--- config.mk ---
export PLATFORM = sky130hd
export DESIGN_NAME = cpu_boot_loader
export DESIGN_NICKNAME = d
export VERILOG_FILES = /design/src/rtl/cpu_boot_loader.sv
export SDC_FILE = /design/constraint.sdc
export NUM_CORES = 1
export LEC_CHECK = 0
export ABC_AREA = 1
export CAP_MARGIN = 20
export CORE_MARGIN = 8
export CORE_UTILIZATION = 40
export CTS_CLUSTER_SIZE = 12
export DETAILED_ROUTE_END_ITERATION = 7
export PLACE_DENSITY_LB_ADDON = 0.1
export SLEW_MARGIN = 15
export SYNTH_ARGS = -nofsm -noshare
export SYNTH_HDL_FRONTEND = slang
export SYNTH_SLANG_ARGS = --single-unit
--- constraint.sdc ---
create_clock -name clk -period 12.29 [get_ports clk]
set_clock_uncertainty 0.1 [all_clocks]
set_input_delay 1.229 -clock clk [delete_from_list [all_inputs] [get_ports clk]]
set_output_delay 1.229 -clock clk [all_outputs]
set_load 0.005 [all_outputs]
--- src/rtl/cpu_boot_loader.sv ---
// Boot loader: streams a length-prefixed, XOR-checksummed program image into
// CPU memory while holding the CPU, then releases it once the checksum verifies.
module cpu_boot_loader #(
  parameter logic [31:0] BASE_ADDR = 32'h0000_0000,
  parameter int unsigned ADDR_STEP = 4,
  parameter int unsigned MAX_WORDS = 1024,
  parameter int unsigned CNT_W     = 16
) (
  input  logic             clk,
  input  logic             reset,
  input  logic             start,
  input  logic             in_valid,
  output logic             in_ready,
  input  logic [31:0]      in_data,
  output logic [31:0]      mem_addr,
  output logic [31:0]      mem_wdata,
  output logic             mem_we,
  output logic             cpu_hold,
  output logic             done,
  output logic             error,
  output logic [CNT_W-1:0] words_loaded,
  output logic [2:0]       state_out
);

  typedef enum logic [2:0] {
    StIdle  = 3'd0,
    StLen   = 3'd1,
    StLoad  = 3'd2,
    StCheck = 3'd3,
    StRun   = 3'd4,
    StError = 3'd5
  } state_e;

  state_e           state_q, state_d;
  logic [31:0]      len_q, len_d;
  logic [31:0]      acc_q, acc_d;
  logic [CNT_W-1:0] cnt_q, cnt_d;
  logic [31:0]      addr_q, addr_d;
  logic [31:0]      wdata_q, wdata_d;
  logic             we_q, we_d;
  logic             hold_q, hold_d;
  logic             done_q, done_d;
  logic             error_q, error_d;
  logic             xfer;

  assign in_ready = (state_q == StLen) || (state_q == StLoad) || (state_q == StCheck);
  assign xfer     = in_valid && in_ready;

  // Next-state and datapath updates; status flags derive from the next state so
  // they change on the same edge as the state and are glitch-free registers.
  always_comb begin
    state_d = state_q;
    len_d   = len_q;
    acc_d   = acc_q;
    cnt_d   = cnt_q;
    addr_d  = addr_q;
    wdata_d = wdata_q;
    we_d    = 1'b0;

    case (state_q)
      StIdle: begin
        if (start) state_d = StLen;
      end
      StLen: begin
        if (xfer) begin
          len_d = in_data;
          acc_d = in_data;
          if (in_data > MAX_WORDS) begin
            state_d = StError;
          end else if (in_data == 32'd0) begin
            state_d = StCheck;
          end else begin
            state_d = StLoad;
            cnt_d   = '0;
          end
        end
      end
      StLoad: begin
        if (xfer) begin
          // Address is taken from the count of words already written (modulo 2^32).
          addr_d  = BASE_ADDR + (32'(cnt_q) * ADDR_STEP);
          wdata_d = in_data;
          we_d    = 1'b1;
          acc_d   = acc_q ^ in_data;
          cnt_d   = cnt_q + CNT_W'(1);
          if ((32'(cnt_q) + 32'd1) == len_q) state_d = StCheck;
        end
      end
      StCheck: begin
        if (xfer) begin
          if (in_data == acc_q) state_d = StRun;
          else                  state_d = StError;
        end
      end
      StRun, StError: begin
        if (start) state_d = StLen;
      end
      default: state_d = StIdle;
    endcase

    hold_d  = (state_d != StRun);
    done_d  = (state_d == StRun);
    error_d = (state_d == StError);
  end

  // State and output registers with asynchronous reset.
  always_ff @(posedge clk or posedge reset) begin
    if (reset) begin
      state_q <= StIdle;
      len_q   <= '0;
      acc_q   <= '0;
      cnt_q   <= '0;
      addr_q  <= BASE_ADDR;
      wdata_q <= '0;
      we_q    <= 1'b0;
      hold_q  <= 1'b1;
      done_q  <= 1'b0;
      error_q <= 1'b0;
    end else begin
      state_q <= state_d;
      len_q   <= len_d;
      acc_q   <= acc_d;
      cnt_q   <= cnt_d;
      addr_q  <= addr_d;
      wdata_q <= wdata_d;
      we_q    <= we_d;
      hold_q  <= hold_d;
      done_q  <= done_d;
      error_q <= error_d;
    end
  end

  assign mem_addr     = addr_q;
  assign mem_wdata    = wdata_q;
  assign mem_we       = we_q;
  assign cpu_hold     = hold_q;
  assign done         = done_q;
  assign error        = error_q;
  assign words_loaded = cnt_q;
  assign state_out    = state_q;

endmodule
==> key figures <==
Cells and area
  • Fraction of layout cells with a size suffix above 1: 6.03%
  • Area grow syn2layout: 26.6%
  • Antenna Diode Count: 0
  • Non-Filler Instances: 1199
  • Nets@finish: 1003
  • Layout fillers: 1679

Clocking
  • CTS Buf Count: 17
  • H-tree depth: 4
  • TritonCTS clock tree: done
  • Hold_buf cts: 0
  • CTS Buffer Depth: 2
  • Worst-path clk slew: 0.06 ns
  • Root Buffer: clkbuf_16
  • Post-CTS setup buffers: 0
  • Post-CTS sizing: 0
  • Sink Count: 135
  • Worst-Skew Late Latency: 0.42 ns

Logic synthesis
  • Xor-xnor portion of the synthesized cell area: 3.30%
  • EDFF count, synth: 0
  • Post-Syn Area: 6820 um2
  • Ranking of synthesized cells by area: dfrtp_1, nand2_1, o21ai_0
  • Syn avg cell area: 7.82 um2
  • Post-synth top area share: 49.2%
  • Synth warn: 0
  • Top FF cell, synth: dfrtp_1
  • Register bit count reported by yosys: 135
  • Post-synthesis adder-cell area fraction: 0.184%
  • Synth cell types: 37
  • Seq/Total Area, Yosys: 49.6%
  • Post-synthesis compound-gate area fraction: 12.3%
  • Simple-Gate Fraction of Synth Area: 26.0%
  • Mux cell area share after synthesis: 0%
  • Largest family of logic cells by synthesized area: simple AND/OR/NAND/NOR gates
  • Fraction of registers with async set/reset: 100%
  • Synth Instances: 871
  • Commonest cells post-synth: nand2_1, dfrtp_1, o21ai_0
  • Most frequent cell after synthesis: nand2_1
  • Area leader, netlist: dfrtp_1

Routing
  • Vias: 5833
  • DRT iter0 DRCs: 327
  • Vias per inst: 4.86
  • DRC: 0
  • Post-DRT Antenna Nets: 0
  • Wire length per cell: 14.9 um
  • Post-Route WL: 17900 um
  • First-pass DRT Iterations: 5

Timing
  • Unrepaired setup endpoints after global routing: false
  • Final worst setup slack: 8.94 ns
  • TNS Setup: 0 ns
  • Slew Limit Fails: 0
  • Minimum clock period: 3.35 ns
  • Worst rel slew slack: 37.0%
  • Worst slew pin tran: 0.945 ns
  • Fin. Hold Viols: 0
  • Fin crit share: 27.2%
  • Highest clock rate: 299 MHz
  • Final setup fails: 0

Placement
  • Place WS: 8.18 ns
  • Dpl hpwl: 12900 um
  • Gpl congestion: 0.818
  • Buffers on Ports: 107
  • Dpl cells: 1167

Power and ir drop
  • Clock network power share: 34.3%
  • Comb power frac: 25.3%
  • Sw Share: 31.4%
  • Leak pwr: 3.94 nW
  • Design Power: 0.00158 W
  • Sequential power share: 40.4%
  • PwrDens: 184 nW/um2
  • Pint: 0.00109 W
  • Sw Pwr: 0.000497 W
  • Peak supply drop: 0.113 mV

Die
  • Total die area: 21500 um2
  • Initial Util: 41.0%
  • Top-level port count: 124
  • Rows: 47
  • Die Ht: 147 um
  • Area of the core: 16600 um2
  • Die width: 147 um

Critical path
  • Critical path arrival: 3.49 ns
  • Max stage delay on crit path: 0.56 ns
  • Worst EP required: 12.44 ns
  • Crit path launch type: input port
  • Slowest cell on crit path: clkdlybuf4s50_1
  • Setup crit end kind: flip-flop
  • Critical Path Fanout Max: 65
  • Crit-path cells: clkdlybuf4s50_1 > inv_1 > nor2_4 > inv_2 > nand2_4 > nand3_4 > nand2_1 > o21ai_0
  • Worst Setup Path Type: input port to flip-flop
  • FF-to-FF path depth: 9

Min path
  • Hold Crit Class: flip-flop to flip-flop
  • Hold path cells: 2

Global routing
  • Largest net degree at the start of global routing: 105
  • Overall Global Routing Usage: 17.2%
  • First-pass GRT wire length: 29600 um
  • GRT overflow: 0
  • Initial antenna violation count: 0
  • Vias in the first global route: 5634

Run
  • Max cap viols: 0

Outcome
  • Status: finished, final reports clean
==> worst max-delay path: cells and delay by family <==
kind                   cells  cell delay (ns)
buffers and inverters      3             0.78
and+or+nand+nor            4             1.35
AOI/OAI and AO/OA          1             0.11
==> sequential cells by signal (all words and copies together), names as in the netlist <==
register,count
acc_q,32
cpu_hold,1
done,1
error,1
len_q,32
mem_addr,16
mem_wdata,32
mem_we,1
state_out,3
words_loaded,16
==> per-layer routing <==
| metal | GRT usage, % | share of wire [%] | vias up |
|---|---|---|---|
| li1 | - | - | 2952 |
| met1 | 22.5 | 46 | 2715 |
| met2 | 27.2 | 47 | 149 |
| met3 | 4.79 | 5.8 | 17 |
| met4 | 4.79 | 0.96 | 0 |
| met5 | 0 | 0 | - |
==> layout make-up <==
class	instances	area [um2]	area share (%)
inverters	83	318	3.68
flip-flops and latches	135	3380	39.2
well taps	220	275	3.19
clock buffers	26	529	6.13
clock inverters	6	110	1.28
multi-input cells	618	2920	33.8
repair buffers	111	1100	12.8
==> power by group through the flow <==
stage / Combinational, W / Sequential [W] / Clock [W]
2_1_floorplan: 0.000296 / 0.000628 / 0
3_3_place_gp: 0.000396 / 0.000641 / 0
3_5_place_dp: 0.000403 / 0.000645 / 0
4_1_cts: 0.000407 / 0.000639 / 0.000555
5_1_grt: 0.000465 / 0.000653 / 0.000576
6_report: 0.000401 / 0.000640 / 0.000544
==> cells by family after synthesis <==
kind of cell,count (synthesis)
XOR/XNOR,24
other,1
AO/OA/AOI/OAI,156
adder cells (fa/ha/maj),1
flip-flops,135
AND/OR/NAND/NOR,421
buffers and inverters,133
==> final timing paths <==
check | from | endpoint | slack (ns)
worst max-delay path | in_valid | words_loaded[9] | 8.94
worst min-delay path | mem_addr[4] | mem_addr[4] | 0.37
worst max register to register | state_out[2] | words_loaded[9] | 9.60
worst min register to register | mem_addr[4] | mem_addr[4] | 0.37
max in group asynchronous | reset | mem_wdata[16] | 9.56
min in group asynchronous | reset | mem_addr[3] | 1.17
==> stage by stage <==
stage / hold WS, ns / utilization, % / instance area (um2)
finish: 0.370 / 51.8 / 8630
CTS: 0.376 / 51.8 / 8620
global route: 0.401 / 51.8 / 8630
global placement: 0.355 / 48.0 / 7980
floorplan: 0.344 / - / 6870
detailed placement: 0.361 / 48.0 / 7980
==> cells in the final DEF, fill, tap and decap left out, types with 5 or more instances in the layout <==
cell / instances
xor2_1: 8
a21oi_1: 14
o211ai_1: 14
xnor2_1: 15
o21ai_0: 112
nand3b_1: 7
a31oi_1: 6
nand2_1: 284
clkdlybuf4s50_1: 107
dfrtp_1: 134
conb_1: 16
clkbuf_16: 17
nor2_1: 62
nand4_1: 14
inv_1: 76
o21ai_1: 5
nand3_1: 30
clkbuf_8: 7
nand2_2: 5
Power figures use the tool's default switching activity.
